===== src/rtl/term_accumulator_if.sv =====
// Handshake bundle for term_accumulator: burst start, term input stream and result output.
interface term_accumulator_if #(
  parameter int DATA_WIDTH = 16,
  parameter int CNT_WIDTH  = 8
);
  logic                  start;
  logic [CNT_WIDTH-1:0]  term_count;
  logic                  in_valid;
  logic                  in_ready;
  logic [DATA_WIDTH-1:0] in_data;
  logic                  in_sub;
  logic                  out_valid;
  logic                  out_ready;
  logic [DATA_WIDTH-1:0] out_sum;
  logic                  out_ovf;
  logic                  busy;

  modport master (
    output start, term_count, in_valid, in_data, in_sub, out_ready,
    input  in_ready, out_valid, out_sum, out_ovf, busy
  );

  modport slave (
    input  start, term_count, in_valid, in_data, in_sub, out_ready,
    output in_ready, out_valid, out_sum, out_ovf, busy
  );
endinterface


===== src/rtl/term_accumulator.sv =====
// Saturating burst accumulator built around a carry-select add/sub.
// Accepts one signed term per cycle and returns the sum over valid/ready.
module add_sub #(
  parameter int W = 16
) (
  input  logic [W-1:0] a,
  input  logic [W-1:0] b,
  input  logic         cin,
  output logic [W-1:0] sum,
  output logic         ovf
);
  localparam int H = W / 2;

  logic [H:0]   lo;
  logic [H-1:0] hi0, hi1;

  // Upper half is precomputed for both carries; the low-half carry selects.
  assign lo  = {1'b0, a[H-1:0]} + {1'b0, b[H-1:0]} + {{H{1'b0}}, cin};
  assign hi0 = a[W-1:H] + b[W-1:H];
  assign hi1 = a[W-1:H] + b[W-1:H] + {{(H-1){1'b0}}, 1'b1};
  assign sum = {(lo[H] ? hi1 : hi0), lo[H-1:0]};
  assign ovf = (a[W-1] == b[W-1]) && (sum[W-1] != a[W-1]);
endmodule

module term_accumulator #(
  parameter int DATA_WIDTH = 16,
  parameter int CNT_WIDTH  = 8
) (
  input  logic              clk,
  input  logic              rst_n,
  term_accumulator_if.slave bus
);
  typedef enum logic [1:0] {IDLE, ACCUM, DONE} state_t;

  state_t                state;
  logic [DATA_WIDTH-1:0] acc;
  logic [CNT_WIDTH-1:0]  remaining;
  logic                  sticky;
  logic                  in_ready_q, out_valid_q, busy_q;

  logic [DATA_WIDTH-1:0] b_op, add_sum, sat_val;
  logic                  add_ovf;

  assign b_op = bus.in_sub ? ~bus.in_data : bus.in_data;

  add_sub #(.W(DATA_WIDTH)) u_add_sub (
    .a   (acc),
    .b   (b_op),
    .cin (bus.in_sub),
    .sum (add_sum),
    .ovf (add_ovf)
  );

  // Clamp toward the sign of the running sum so no wrap is ever visible.
  assign sat_val = !add_ovf ? add_sum :
                   acc[DATA_WIDTH-1] ? {1'b1, {(DATA_WIDTH-1){1'b0}}}
                                     : {1'b0, {(DATA_WIDTH-1){1'b1}}};

  always_ff @(posedge clk or negedge rst_n) begin
    if (!rst_n) begin
      state       <= IDLE;
      acc         <= '0;
      remaining   <= '0;
      sticky      <= 1'b0;
      in_ready_q  <= 1'b0;
      out_valid_q <= 1'b0;
      busy_q      <= 1'b0;
    end else begin
      case (state)
        IDLE: if (bus.start) begin
          acc       <= '0;
          sticky    <= 1'b0;
          remaining <= bus.term_count;
          busy_q    <= 1'b1;
          if (bus.term_count != '0) begin
            state      <= ACCUM;
            in_ready_q <= 1'b1;
          end else begin
            state       <= DONE;
            out_valid_q <= 1'b1;
          end
        end
        ACCUM: if (bus.in_valid) begin
          acc       <= sat_val;
          sticky    <= sticky | add_ovf;
          remaining <= remaining - CNT_WIDTH'(1);
          if (remaining == CNT_WIDTH'(1)) begin
            state       <= DONE;
            in_ready_q  <= 1'b0;
            out_valid_q <= 1'b1;
          end
        end
        DONE: if (bus.out_ready) begin
          state       <= IDLE;
          out_valid_q <= 1'b0;
          busy_q      <= 1'b0;
        end
        default: begin
          state       <= IDLE;
          in_ready_q  <= 1'b0;
          out_valid_q <= 1'b0;
          busy_q      <= 1'b0;
        end
      endcase
    end
  end

  assign bus.in_ready  = in_ready_q;
  assign bus.out_valid = out_valid_q;
  assign bus.out_sum   = acc;
  assign bus.out_ovf   = sticky;
  assign bus.busy      = busy_q;
endmodule

===== src/flat_wrapper.sv =====
// flat-port wrapper written by rule: the top's interface ports become plain ports
module term_accumulator_flat 
#(
  parameter int DATA_WIDTH = 16,
  parameter int CNT_WIDTH  = 8
)
  (clk, rst_n, bus_start, bus_term_count, bus_in_valid, bus_in_data, bus_in_sub, bus_out_ready, bus_in_ready, bus_out_valid, bus_out_sum, bus_out_ovf, bus_busy);
  term_accumulator_if #(.DATA_WIDTH(DATA_WIDTH), .CNT_WIDTH(CNT_WIDTH)) bus_i ();
  input  logic clk;
  input  logic rst_n;
  input wire logic [$bits(bus_i.start)-1:0] bus_start;
  input wire logic [$bits(bus_i.term_count)-1:0] bus_term_count;
  input wire logic [$bits(bus_i.in_valid)-1:0] bus_in_valid;
  input wire logic [$bits(bus_i.in_data)-1:0] bus_in_data;
  input wire logic [$bits(bus_i.in_sub)-1:0] bus_in_sub;
  input wire logic [$bits(bus_i.out_ready)-1:0] bus_out_ready;
  output wire logic [$bits(bus_i.in_ready)-1:0] bus_in_ready;
  output wire logic [$bits(bus_i.out_valid)-1:0] bus_out_valid;
  output wire logic [$bits(bus_i.out_sum)-1:0] bus_out_sum;
  output wire logic [$bits(bus_i.out_ovf)-1:0] bus_out_ovf;
  output wire logic [$bits(bus_i.busy)-1:0] bus_busy;
  assign bus_i.start = bus_start;
  assign bus_i.term_count = bus_term_count;
  assign bus_i.in_valid = bus_in_valid;
  assign bus_i.in_data = bus_in_data;
  assign bus_i.in_sub = bus_in_sub;
  assign bus_i.out_ready = bus_out_ready;
  assign bus_in_ready = bus_i.in_ready;
  assign bus_out_valid = bus_i.out_valid;
  assign bus_out_sum = bus_i.out_sum;
  assign bus_out_ovf = bus_i.out_ovf;
  assign bus_busy = bus_i.busy;
  term_accumulator #(.DATA_WIDTH(DATA_WIDTH), .CNT_WIDTH(CNT_WIDTH)) u_core (.clk(clk), .rst_n(rst_n), .bus(bus_i));
endmodule

===== config.mk =====
export PLATFORM = sky130hd
export DESIGN_NAME = term_accumulator_flat
export DESIGN_NICKNAME = d
export VERILOG_FILES = /design/src/rtl/term_accumulator_if.sv /design/src/rtl/term_accumulator.sv /design/src/flat_wrapper.sv
export SDC_FILE = /design/constraint.sdc
export NUM_CORES = 1
export LEC_CHECK = 0
export ABC_AREA = 0
export CORE_MARGIN = 5
export CORE_UTILIZATION = 57
export DETAILED_ROUTE_END_ITERATION = 7
export GPL_TIMING_DRIVEN = 0
export PLACE_DENSITY = 0.86
export SKIP_LAST_GASP = 1
export SLEW_MARGIN = 15
export SYNTH_ARGS = -nofsm -noshare
export SYNTH_HDL_FRONTEND = slang
export SYNTH_SLANG_ARGS = --single-unit
export TNS_END_PERCENT = 1

===== constraint.sdc =====
create_clock -name clk -period 6.01 [get_ports clk]
set_input_delay 0.9015 -clock clk [delete_from_list [all_inputs] [get_ports clk]]
set_output_delay 0.9015 -clock clk [all_outputs]
set_load 0.1 [all_outputs]

==> results <==
- The starting density of the core is 0.5930.
- In this run the worst path has a maximum fanout of 10.
- The fill cell instance count of the final layout is 357.
- The clock insertion delay at the later pin of the skew report is 0.29 ns.
- The global-route track usage on met2 is 0.3723.
- Timing would allow up to 214.4 MHz.
- 0 antenna diodes ended up in the layout.
- The busiest layer in global routing is met2.
- After synthesis the netlist holds a flip-flop and latch count of 30.
- Data arrives at the worst endpoint at 4.87 ns.
- The H-tree depth is 2.
- For this run, the detailed router's first-pass iteration total came to 4.
- After synthesis, the mean cell area works out to 8.725 µm².
- The tightest hold margin is 0.5086 ns.
- The smallest clock period supported by the final layout is computed as 4.664 ns.
- Setup repair after global routing left no endpoint under its margin.
- The number of global-route vias before repair is 2457.
- For this block, the initial DRC count from the detailed router was 156.
- The slew of the pin with the lowest slew margin is 0.9736 ns.
- The setup path with the least slack is of type in -> reg.
- The share of flip-flops with an asynchronous set or reset is 1.000.
- The number of standard cells after synthesis is 300.
- IR analysis of the VDD net gives a maximum drop of 0.3988 mV.
- In the finished design, the share of the clock period the worst path needs comes to 0.7761.
- At the end of routability-driven placement, the weighted congestion stood at 0.8727.
- Detailed placement ended at an HPWL of 4838 µm.
- After routing, the total negative slack on setup checks comes to 0 ns.
- The number of top-level pins is 50.
- The global-route total usage across every layer is 0.2220.
- The utilization of the core after routing is 0.7370.
- The number of unique standard cell types used by synthesis is 57.
- Port buffering added 48 buffers.
- In the global route stage, met1 resource usage came out at 0.2812.
- The flow ran to the end, and the final reports show no timing, DRC or antenna violations.
- The total power per unit cell area is 609.7 mW/mm².
- Once the clock tree was built, the setup fixing pass inserted 0 buffers.
- The maximum root-to-sink buffer count is 2.
- The share of synthesized area in the top cell type comes to 0.2868.
- The die covers 0.006047 mm².
- The synthesized cell area is 0.002618 mm².
- Hold repair after CTS inserted 0 buffers.
- The total number of nets in the final design is 405.
- TritonCTS built the clock tree.
- Buffers inserted during clock tree synthesis total 5.
- The commonest cells after synthesis are 36 x sky130_fd_sc_hd__a21oi_1, 30 x sky130_fd_sc_hd__dfrtp_1, 26 x sky130_fd_sc_hd__nand2_1.
- The post-CTS resize count is 0.
- The number of antenna violations at the first check in global routing was 0.
- The cell at the root of the clock tree is sky130_fd_sc_hd__clkbuf_8.
- The number of enable-type register cells in the synthesized netlist is 0.
- The maximum clock skew at final layout is 0.005400 ns.
- The remaining global-route overflow is 0.
- The total of max-cap violations is 0.
- The standard cell with the maximum stage delay on the critical path is sky130_fd_sc_hd__buf_1.
- Walking the worst path, the cells encountered are buf_6, buf_1, xor2_1, ha_1, inv_1, fa_1, nand2b_1, a21oi_1, mux2_4, a2111oi_2, o21bai_1, a31oi_2, buf_2, a21oi_1, a31oi_2.
- The die is 77.77 µm wide.
- The top flip-flop cell by instance count after synthesis is sky130_fd_sc_hd__dfrtp_1.
- The first global-routing pass estimated 11140 µm of wire.
- The class of the tightest hold or removal check is reg -> reg.
- The portion of the post-synthesis area used by sequential elements is 0.2868.
- Across all layers, the routed design uses 2445 vias.
- The core area is 0.004414 mm².
- After detailed routing, the total wire length is 6306 µm.
- The post-detailed-route wirelength per cell is 15.46 µm.
- Data on the critical path is required at its endpoint by 6.22 ns.
- Among all cell types in the netlist, the one instantiated most often is sky130_fd_sc_hd__a21oi_1.
- The sort of element at the end of the critical path is a flop.
- The cell type contributing the most total cell area after synthesis is sky130_fd_sc_hd__dfrtp_1.
- The Yosys warning count is 0.
- The clock net in this run drives a total of 30 sinks.
- The total count of max-transition violations in the final report was 0.
- The post-route antenna net violation count is 0.
- After layout, the design draws a total of 1.983 mW.
- The worst setup path is launched from an input pin.
- After detailed routing, the number of remaining DRC violations is 0.
- The share of final-layout standard cells stronger than drive strength 1 is 0.1011.
- From synthesis to final layout, the design area changed by 24.28%.
- The analysis attributes to cell leakage a power of 1.348 nW.
- The total area of sequential cells is 750.7 µm².
- From bottom edge to top edge, the die measures 77.77 µm.
- The via-per-instance ratio is 5.993.
- After clock tree synthesis, the clock-pin slew on the worst setup and hold paths is 0.06 ns.
- Headroom to the max-slew limit came out at 0.3489.
- After synthesis, the cell types taking the most area are sky130_fd_sc_hd__dfrtp_1 29%, sky130_fd_sc_hd__ha_1 8.6%, sky130_fd_sc_hd__xor2_1 7.4%, sky130_fd_sc_hd__a21oi_1 6.9%, sky130_fd_sc_hd__o21ai_0 4.6%.
- The placement row count is 24.
- In the global route stage, met3 resource usage came out at 0.05093.
- Entering global routing, the biggest net connects 31 pins.
- The area of the multi-input gates is 0.001753 mm².
- The largest stage delay on the critical path is 0.60 ns.
- Setup violations remaining at the end of the flow were counted as 0.
- The final hold violation count came to 0.
- The number of nets produced by synthesis is 350.
-- flip-flops by register name, indices dropped and copies added, names as in the netlist --
| name | count |
|---|---|
| u_core.bus.busy | 1 |
| u_core.bus.in_ready | 1 |
| u_core.bus.out_ovf | 1 |
| u_core.bus.out_sum | 16 |
| u_core.bus.out_valid | 1 |
| u_core.remaining | 8 |
| u_core.state | 2 |
-- worst max-delay path: cells and delay by family --
| family | cells | cell delay (ns) |
|---|---|---|
| AOI/OAI and AO/OA | 6 | 1.55 |
| buffers and inverters | 4 | 1.07 |
| adders and majority gates | 2 | 0.59 |
| muxes | 1 | 0.32 |
| xor gates and xnor gates | 1 | 0.23 |
| and+or+nand+nor | 1 | 0.18 |
-- per-stage QoR --
stage	setup slack, ns	area, µm²	instances
6_report	1.346	3253	408
5_1_grt	1.043	3253	408
4_1_cts	1.304	3253	408
3_5_place_dp	0.9946	3158	400
3_3_place_gp	1.106	3163	400
2_1_floorplan	1.616	2618	300
-- power breakdown --
group	switching [mW]	total, mW	internal (mW)
clock	0.0830	0.175	0.0919
combinational	0.946	1.42	0.472
sequential	0.0988	0.391	0.292
total	1.13	1.98	0.855
-- worst paths after layout --
kind,slack [ns],cells after the start,start,to
hold / removal,0.51,2,u_core.bus.out_valid,u_core.bus.out_valid
setup reg to reg,2.55,12,u_core.bus.out_sum[8],u_core.bus.out_sum[14]
hold reg to reg,0.51,2,u_core.bus.out_valid,u_core.bus.out_valid
max in group asynchronous,4.93,1,rst_n,u_core.bus.out_sum[2]
setup / recovery,1.35,15,bus_in_sub,u_core.bus.out_sum[14]
min in group asynchronous,0.64,1,rst_n,u_core.bus.out_sum[15]
-- layout make-up --
type / instances / share of cell area
Multi-Input combinational cell: 246 / 0.5388
Sequential cell: 30 / 0.2308
Timing Repair Buffer: 48 / 0.1462
Clock buffer: 6 / 0.02538
Buffer: 12 / 0.02115
Tap cell: 52 / 0.02000
Inverter: 12 / 0.01385
Clock inverter: 2 / 0.003846
-- cells in the final DEF, fill, tap and decap left out, types with 2 or more instances in the layout --
master,instances
sky130_fd_sc_hd__a21oi_1,36
sky130_fd_sc_hd__nand2_1,26
sky130_fd_sc_hd__clkbuf_8,6
sky130_fd_sc_hd__buf_6,3
sky130_fd_sc_hd__nor3b_1,3
sky130_fd_sc_hd__nor2b_1,6
sky130_fd_sc_hd__o21ai_0,24
sky130_fd_sc_hd__a21o_1,3
sky130_fd_sc_hd__clkdlybuf4s50_1,47
sky130_fd_sc_hd__nand3_1,3
sky130_fd_sc_hd__a211oi_1,2
sky130_fd_sc_hd__clkbuf_1,7
sky130_fd_sc_hd__a22oi_1,4
sky130_fd_sc_hd__o31ai_1,2
sky130_fd_sc_hd__o21ai_1,2
sky130_fd_sc_hd__ha_1,18
sky130_fd_sc_hd__nand3b_1,3
sky130_fd_sc_hd__a31oi_1,7
sky130_fd_sc_hd__xor2_1,22
sky130_fd_sc_hd__fa_1,2
sky130_fd_sc_hd__buf_2,2
sky130_fd_sc_hd__a21oi_2,4
sky130_fd_sc_hd__o21a_1,2
sky130_fd_sc_hd__a31oi_2,6
sky130_fd_sc_hd__nand2b_1,7
sky130_fd_sc_hd__nor3_1,6
sky130_fd_sc_hd__nor4_1,2
sky130_fd_sc_hd__inv_1,12
sky130_fd_sc_hd__nor2_1,23
sky130_fd_sc_hd__dfrtp_1,30
sky130_fd_sc_hd__xnor2_1,5
sky130_fd_sc_hd__o22a_1,2
-- cell families (layout without fill, tap and decap cells) --
kind of cell	Yosys count	after routing	synth area share
AND/OR/NAND/NOR	85	85	0.1577
AO/OA/AOI/OAI	111	111	0.2997
buffers and inverters	24	80	0.04350
adder cells (fa/ha/maj)	20	20	0.1013
XOR/XNOR	28	28	0.1009
multiplexers	2	2	0.01004
flip-flops	30	30	0.2868
-- routing by layer --
metal	vias to the layer above	routed length (µm)
li1	1194	-
met1	1156	2672
met2	80	3103
met3	15	433
met4	0	95
met5	-	0
No activity file was read; power rests on OpenSTA's default activity.
